$ cat config.mk
export PLATFORM = sky130hd
export DESIGN_NAME = if_id_fetch_stage_flat
export DESIGN_NICKNAME = d
export VERILOG_FILES = /design/src/rtl/if_id_fetch_stage_if.sv /design/src/rtl/if_id_fetch_stage.sv /design/src/flat_wrapper.sv
export SDC_FILE = /design/constraint.sdc
export NUM_CORES = 1
export LEC_CHECK = 0
export BUFFER_PORTS_ARGS = -buffer_cell sky130_fd_sc_hd__buf_2
export CORE_MARGIN = 1
export CORE_UTILIZATION = 54
export DETAILED_ROUTE_END_ITERATION = 7
export PLACE_DENSITY = 0.93
export SLEW_MARGIN = 20
export SYNTH_ARGS = -nofsm -noshare
export SYNTH_HDL_FRONTEND = slang
export SYNTH_SLANG_ARGS = --single-unit
export TNS_END_PERCENT = 50
$ cat constraint.sdc
create_clock -name clk -period 8.85 [get_ports clk]
set_input_delay 1.3275 -clock clk [delete_from_list [all_inputs] [get_ports clk]]
set_output_delay 1.3275 -clock clk [all_outputs]
set_load 0.05 [all_outputs]
$ cat src/rtl/if_id_fetch_stage_if.sv
// Bundles the fetch stage's instruction-memory bus and ID-stage control signals.
// master is the fetch stage itself; slave is the surrounding core (ROM, decoder, hazard unit).
interface if_id_fetch_stage_if #(
    parameter int unsigned DATA_WIDTH = 32
);
    logic [DATA_WIDTH-1:0] InstrAddr;
    logic [DATA_WIDTH-1:0] InstrData;
    logic                  Stall;
    logic                  Jump;
    logic                  JumpReg;
    logic                  BranchEQ;
    logic                  BranchNE;
    logic                  RegEqual;
    logic [DATA_WIDTH-1:0] ReadData1;
    logic [DATA_WIDTH-1:0] PC;
    logic [DATA_WIDTH-1:0] Instruction_ID;
    logic [DATA_WIDTH-1:0] PC4_ID;
    logic [5:0]            OP;
    logic                  Valid_ID;
    logic                  Redirect;

    modport master (
        output InstrAddr, PC, Instruction_ID, PC4_ID, OP, Valid_ID, Redirect,
        input  InstrData, Stall, Jump, JumpReg, BranchEQ, BranchNE, RegEqual, ReadData1
    );

    modport slave (
        input  InstrAddr, PC, Instruction_ID, PC4_ID, OP, Valid_ID, Redirect,
        output InstrData, Stall, Jump, JumpReg, BranchEQ, BranchNE, RegEqual, ReadData1
    );
endinterface

$ cat src/rtl/if_id_fetch_stage.sv
// MIPS fetch stage with IF/ID register; jumps and branches resolve in ID with one bubble
// and no delay slot.
module if_id_fetch_stage #(
    parameter logic [31:0] PC_RESET   = 32'h0040_0000,
    parameter int unsigned DATA_WIDTH = 32
) (
    input logic                clk,
    input logic                reset,
    if_id_fetch_stage_if.master bus
);

    logic [DATA_WIDTH-1:0] pcQ, pcD;
    logic [DATA_WIDTH-1:0] instrQ, instrD;
    logic [DATA_WIDTH-1:0] pc4Q, pc4D;
    logic                  validQ, validD;

    logic [DATA_WIDTH-1:0] pcPlus4;
    logic [DATA_WIDTH-1:0] branchOffset;
    logic [DATA_WIDTH-1:0] target;
    logic                  taken;

    assign pcPlus4      = pcQ + DATA_WIDTH'(4);
    assign branchOffset = {{14{instrQ[15]}}, instrQ[15:0], 2'b00};

    // Decoder outputs only matter while ID holds a real instruction.
    assign taken = validQ & (bus.Jump | bus.JumpReg |
                             (bus.BranchEQ & bus.RegEqual) |
                             (bus.BranchNE & ~bus.RegEqual));

    always_comb begin
        target = pc4Q + branchOffset;
        if (bus.JumpReg) begin
            target = {bus.ReadData1[DATA_WIDTH-1:2], 2'b00};
        end else if (bus.Jump) begin
            target = {pc4Q[DATA_WIDTH-1:28], instrQ[25:0], 2'b00};
        end
    end

    always_comb begin
        pcD    = pcQ;
        instrD = instrQ;
        pc4D   = pc4Q;
        validD = validQ;
        if (bus.Stall) begin
            // Hold everything; a pending branch re-evaluates with fresh RegEqual.
        end else if (taken) begin
            pcD    = target;
            instrD = '0;
            pc4D   = '0;
            validD = 1'b0;
        end else begin
            pcD    = pcPlus4;
            instrD = bus.InstrData;
            pc4D   = pcPlus4;
            validD = 1'b1;
        end
    end

    always_ff @(posedge clk) begin
        if (reset) begin
            pcQ    <= PC_RESET;
            instrQ <= '0;
            pc4Q   <= '0;
            validQ <= 1'b0;
        end else begin
            pcQ    <= pcD;
            instrQ <= instrD;
            pc4Q   <= pc4D;
            validQ <= validD;
        end
    end

    assign bus.InstrAddr      = pcQ;
    assign bus.PC             = pcQ;
    assign bus.Instruction_ID = instrQ;
    assign bus.PC4_ID         = pc4Q;
    assign bus.OP             = instrQ[31:26];
    assign bus.Valid_ID       = validQ;
    assign bus.Redirect       = taken & ~bus.Stall;

endmodule

$ cat src/flat_wrapper.sv
// flat-port wrapper written by rule: the top's interface ports become plain ports
module if_id_fetch_stage_flat 
#(
    parameter logic [31:0] PC_RESET   = 32'h0040_0000,
    parameter int unsigned DATA_WIDTH = 32
)
  (clk, reset, bus_InstrAddr, bus_PC, bus_Instruction_ID, bus_PC4_ID, bus_OP, bus_Valid_ID, bus_Redirect, bus_InstrData, bus_Stall, bus_Jump, bus_JumpReg, bus_BranchEQ, bus_BranchNE, bus_RegEqual, bus_ReadData1);
  if_id_fetch_stage_if #(.DATA_WIDTH(DATA_WIDTH)) bus_i ();
  input logic clk;
  input logic reset;
  output wire logic [$bits(bus_i.InstrAddr)-1:0] bus_InstrAddr;
  output wire logic [$bits(bus_i.PC)-1:0] bus_PC;
  output wire logic [$bits(bus_i.Instruction_ID)-1:0] bus_Instruction_ID;
  output wire logic [$bits(bus_i.PC4_ID)-1:0] bus_PC4_ID;
  output wire logic [$bits(bus_i.OP)-1:0] bus_OP;
  output wire logic [$bits(bus_i.Valid_ID)-1:0] bus_Valid_ID;
  output wire logic [$bits(bus_i.Redirect)-1:0] bus_Redirect;
  input wire logic [$bits(bus_i.InstrData)-1:0] bus_InstrData;
  input wire logic [$bits(bus_i.Stall)-1:0] bus_Stall;
  input wire logic [$bits(bus_i.Jump)-1:0] bus_Jump;
  input wire logic [$bits(bus_i.JumpReg)-1:0] bus_JumpReg;
  input wire logic [$bits(bus_i.BranchEQ)-1:0] bus_BranchEQ;
  input wire logic [$bits(bus_i.BranchNE)-1:0] bus_BranchNE;
  input wire logic [$bits(bus_i.RegEqual)-1:0] bus_RegEqual;
  input wire logic [$bits(bus_i.ReadData1)-1:0] bus_ReadData1;
  assign bus_InstrAddr = bus_i.InstrAddr;
  assign bus_PC = bus_i.PC;
  assign bus_Instruction_ID = bus_i.Instruction_ID;
  assign bus_PC4_ID = bus_i.PC4_ID;
  assign bus_OP = bus_i.OP;
  assign bus_Valid_ID = bus_i.Valid_ID;
  assign bus_Redirect = bus_i.Redirect;
  assign bus_i.InstrData = bus_InstrData;
  assign bus_i.Stall = bus_Stall;
  assign bus_i.Jump = bus_Jump;
  assign bus_i.JumpReg = bus_JumpReg;
  assign bus_i.BranchEQ = bus_BranchEQ;
  assign bus_i.BranchNE = bus_BranchNE;
  assign bus_i.RegEqual = bus_RegEqual;
  assign bus_i.ReadData1 = bus_ReadData1;
  if_id_fetch_stage #(.PC_RESET(PC_RESET), .DATA_WIDTH(DATA_WIDTH)) u_core (.clk(clk), .reset(reset), .bus(bus_i));
endmodule
==> out/summary.md <==
• 0 — Finish-stage setup viols
• 7.52 ns — critical path data required time
• completed — result of the run
• 16000 um — half-perimeter wire length of the detailed placement result
• 4.50 ns — shortest period the worst path allows
• 1029 — Net Count, Synth
• dfxtp_1 — most used flip-flop cell after synthesis
• 0 — Diodes inserted
• 203 x buf_2, 121 x a21oi_1, 107 x nor2_1 — most used cells in the layout excluding fill and tap cells
• 0 — number of post-CTS setup repair buffers
• 2 — Clock Path Buffers
• 0.00364 uW — standby leakage power
• 0 — # hold bufs at CTS
• 7960 sq um — Final Cell Area
• 59 — worst-path maximum fanout
• register to register — kind of path behind the tightest hold check
• 7588 — via count
• 205 — I/O Buffers
• 9 — TritonCTS buffer count
• u_core.bus.PC4_ID[15] — Hold Path Origin
• primary input — type of origin of the critical path
• 23.7% — fraction of layout cells with a size suffix above 1
• false — RSZ-0062 raised after global routing
• 222 MHz — Achievable Freq
• 0% — ys async rst share
• primary output — type of element capturing the critical path
• 1190 uW — Total Power
• 56.4% — Initial Util
• 50.9% — share of the clock period used by the worst path after layout
• 13200 sq um — Die ar.
• 0.07 ns — clock slew at the register clock pins of the worst setup and hold paths
• 0 — Hold Vio Cnt, Final
• 3 — CTS H-tree lvls
• buf_4 — cell type of the slowest stage on the worst timing path
• 1038 — Layout fillers
• 34500 um — global-route wire length before repair
• 40 — standard-cell rows
• u_core.bus.InstrAddr[31] — worst r2r dst
• 208 — I/O pin count
• 0 — antenna-violating nets left
• 8 — DR pass1 iterations
• buffers and inverters — cell type group with the largest total delay on the critical path
• buf_2 — commonest non-fill, non-tap cell in the layout
• 0 — number of gates resized after CTS
• buf_2, buf_4, or2_2, o21ai_4, nor2_1, buf_2 — CP Cell Sequence
• 97 — number of synthesized register bits
• 0.48 ns — worst stage delay on the critical path
• 1147 — net count of the finished layout
• 0 — grt total ovfl
• 36.6% — worst slew margin relative to its limit
• 97 — CTS Sinks
• 115 um — overall die width
• 926 — synthesized netlist cell count
• 7.43 sq um — per-instance average area after synthesis
• 115 um — vertical die dimension
• 15.6% — area added between synthesis and finish
• primary input to primary output — WS Path Type
• 3.18 ns — arrival time at the worst endpoint
• bus_Redirect — end of the critical path
• 1.01 — weighted congestion at the end of routability-driven global placement
• 0 — Ys Warns
• 0.492 ns — Worst Hold Margin
• u_core.bus.Instruction_ID[15] — source of the worst register-to-register timing path
• 0 ns — setup TNS
• 2 — hold depth
• 65.1% — final cell utilization of the core
• 91 — pin count of the biggest net entering global routing
• 5.38 ns — reg2reg setup slack
• 12200 sq um — area of the core
• 1049 — DRC marker count from the first detailed-route iteration
• 6.24 — vias per inst
• 3 — Critical path buffers and inverters
• 0.36 ns — Skew-Pair Late Insertion Delay
• 0 — number of enable-type register cells in the synthesized netlist
• 6585 — via count of the first global-routing pass
• yes — CTS tree
• 66 — distinct cell type count after synthesis
• 33.7% — global-route total usage across every layer
• 0 — Max Transition Viols Final
• 150 nW/um^2 — Power Density
• clkbuf_16 — clock tree root driver cell
• 28.2% — portion of the post-synthesis area used by sequential elements
• 6880 sq um — Netlist Area Pre-Place
• buf_2 — most prevalent standard cell on the critical path
• 6 — Critical Path Stages
• 0.00860 ns — setup skew after layout
• 22500 um — final WL
• 0 — max-cap violation count
• 9 — depth of the most critical reg-to-reg path
• 0 — initial antenna violation count
• 0 — DR DRC count
• bus_Jump — Worst setup startpoint
• 7650 sq um — placed standard-cell area
• 0.102 mV — worst-case vdd ir drop
• 0.949 ns — actual slew at the worst max-slew pin
• 18.5 um — average detailed-routed wire length per instance
## flip-flops by register name (all words and copies together) (netlist names)
register / cells
u_core.bus.InstrAddr: 32
u_core.bus.Instruction_ID: 32
u_core.bus.Valid_ID: 1
u_core.bus.PC4_ID: 32
## Yosys cell counts, types with 6 or more instances
| library cell | number | area, sq um |
|---|---|---|
| inv_1 | 20 | 75.1 |
| nor3_1 | 28 | 140 |
| a31o_2 | 6 | 52.6 |
| dfxtp_1 | 97 | 1940 |
| buf_2 | 6 | 30.0 |
| a22oi_1 | 17 | 128 |
| xnor2_1 | 32 | 280 |
| nand4_1 | 12 | 75.1 |
| o21a_1 | 9 | 67.6 |
| buf_4 | 38 | 285 |
| nor2_1 | 107 | 402 |
| xor2_1 | 15 | 131 |
| a21oi_1 | 121 | 606 |
| clkbuf_1 | 57 | 214 |
| a31oi_1 | 8 | 50.1 |
| nor2b_1 | 7 | 43.8 |
| o211ai_1 | 17 | 128 |
| o21ai_0 | 41 | 205 |
| nand2_1 | 67 | 251 |
| a21o_1 | 17 | 128 |
| nand2b_1 | 8 | 50.1 |
| o22ai_1 | 10 | 62.6 |
| and3_1 | 38 | 238 |
| and4_1 | 9 | 78.8 |
| ha_1 | 30 | 375 |
| nor4_1 | 7 | 43.8 |
| nand3_1 | 20 | 100 |
| o21bai_1 | 6 | 45.0 |
## layer usage
| metal | vias up | track usage, % | wire, um |
|---|---|---|---|
| met5 | - | 0 | 0 |
| met4 | 0 | 12.9 | 616 |
| met3 | 55 | 6.48 | 2780 |
| met2 | 557 | 51.7 | 9800 |
| met1 | 3431 | 46.6 | 9350 |
| li1 | 3545 | - | - |
## stage by stage
step	worst slack (ns)	std cells
after floorplan	4.62	926
after global placement	4.44	1201
after detailed placement	4.41	1201
after CTS	4.43	1217
after global routing	4.27	1217
final	4.35	1217
## how the worst min path moves through the flow
stage                                    endpoint  slack [ns]
after CTS                   u_core.bus.PC4_ID[15]        0.50
after detailed placement    u_core.bus.PC4_ID[18]        0.49
after global placement      u_core.bus.PC4_ID[15]        0.47
after floorplan           u_core.bus.InstrAddr[0]        0.70
final                       u_core.bus.PC4_ID[15]        0.49
after global routing        u_core.bus.PC4_ID[18]        0.53
## report_power, final
group / total (uW) / leakage (uW) / switching [uW] / internal, uW
sequential: 485 / 0.000791 / 29.2 / 455
clock: 411 / 0.000153 / 183 / 228
combinational: 299 / 0.00269 / 215 / 83.8
## worst min-delay path: stages, from the launching register on
cell and delay (ns):
dfxtp_1 0.33, nand2_1 0.06, a21oi_1 0.06
## cell type report
| type | count | area [sq um] | share of cell area (%) |
|---|---|---|---|
| tap | 168 | 210 | 2.64 |
| clock buffer | 10 | 239 | 3.00 |
| clock inverter | 6 | 66.3 | 0.834 |
| multi-input combinational | 703 | 4330 | 54.5 |
| sequential | 97 | 1940 | 24.4 |
| timing repair buffer | 213 | 1090 | 13.7 |
| inverter | 20 | 75.1 | 0.944 |
## kinds of logic (layout without fill, tap and decap cells)
| logic type | after synthesis | count (layout) | share of synthesized area [%] |
|---|---|---|---|
| AND/OR/NAND/NOR | 323 | 323 | 22.8 |
| AO/OA/AOI/OAI | 295 | 295 | 27.2 |
| buffers and inverters | 126 | 249 | 9.05 |
| flip-flops | 97 | 97 | 28.2 |
| XOR/XNOR | 47 | 47 | 5.98 |
| adder cells (fa/ha/maj) | 31 | 31 | 5.74 |
| multiplexers | 7 | 7 | 1.05 |
Note: power is estimated with default switching activity, not from simulation.
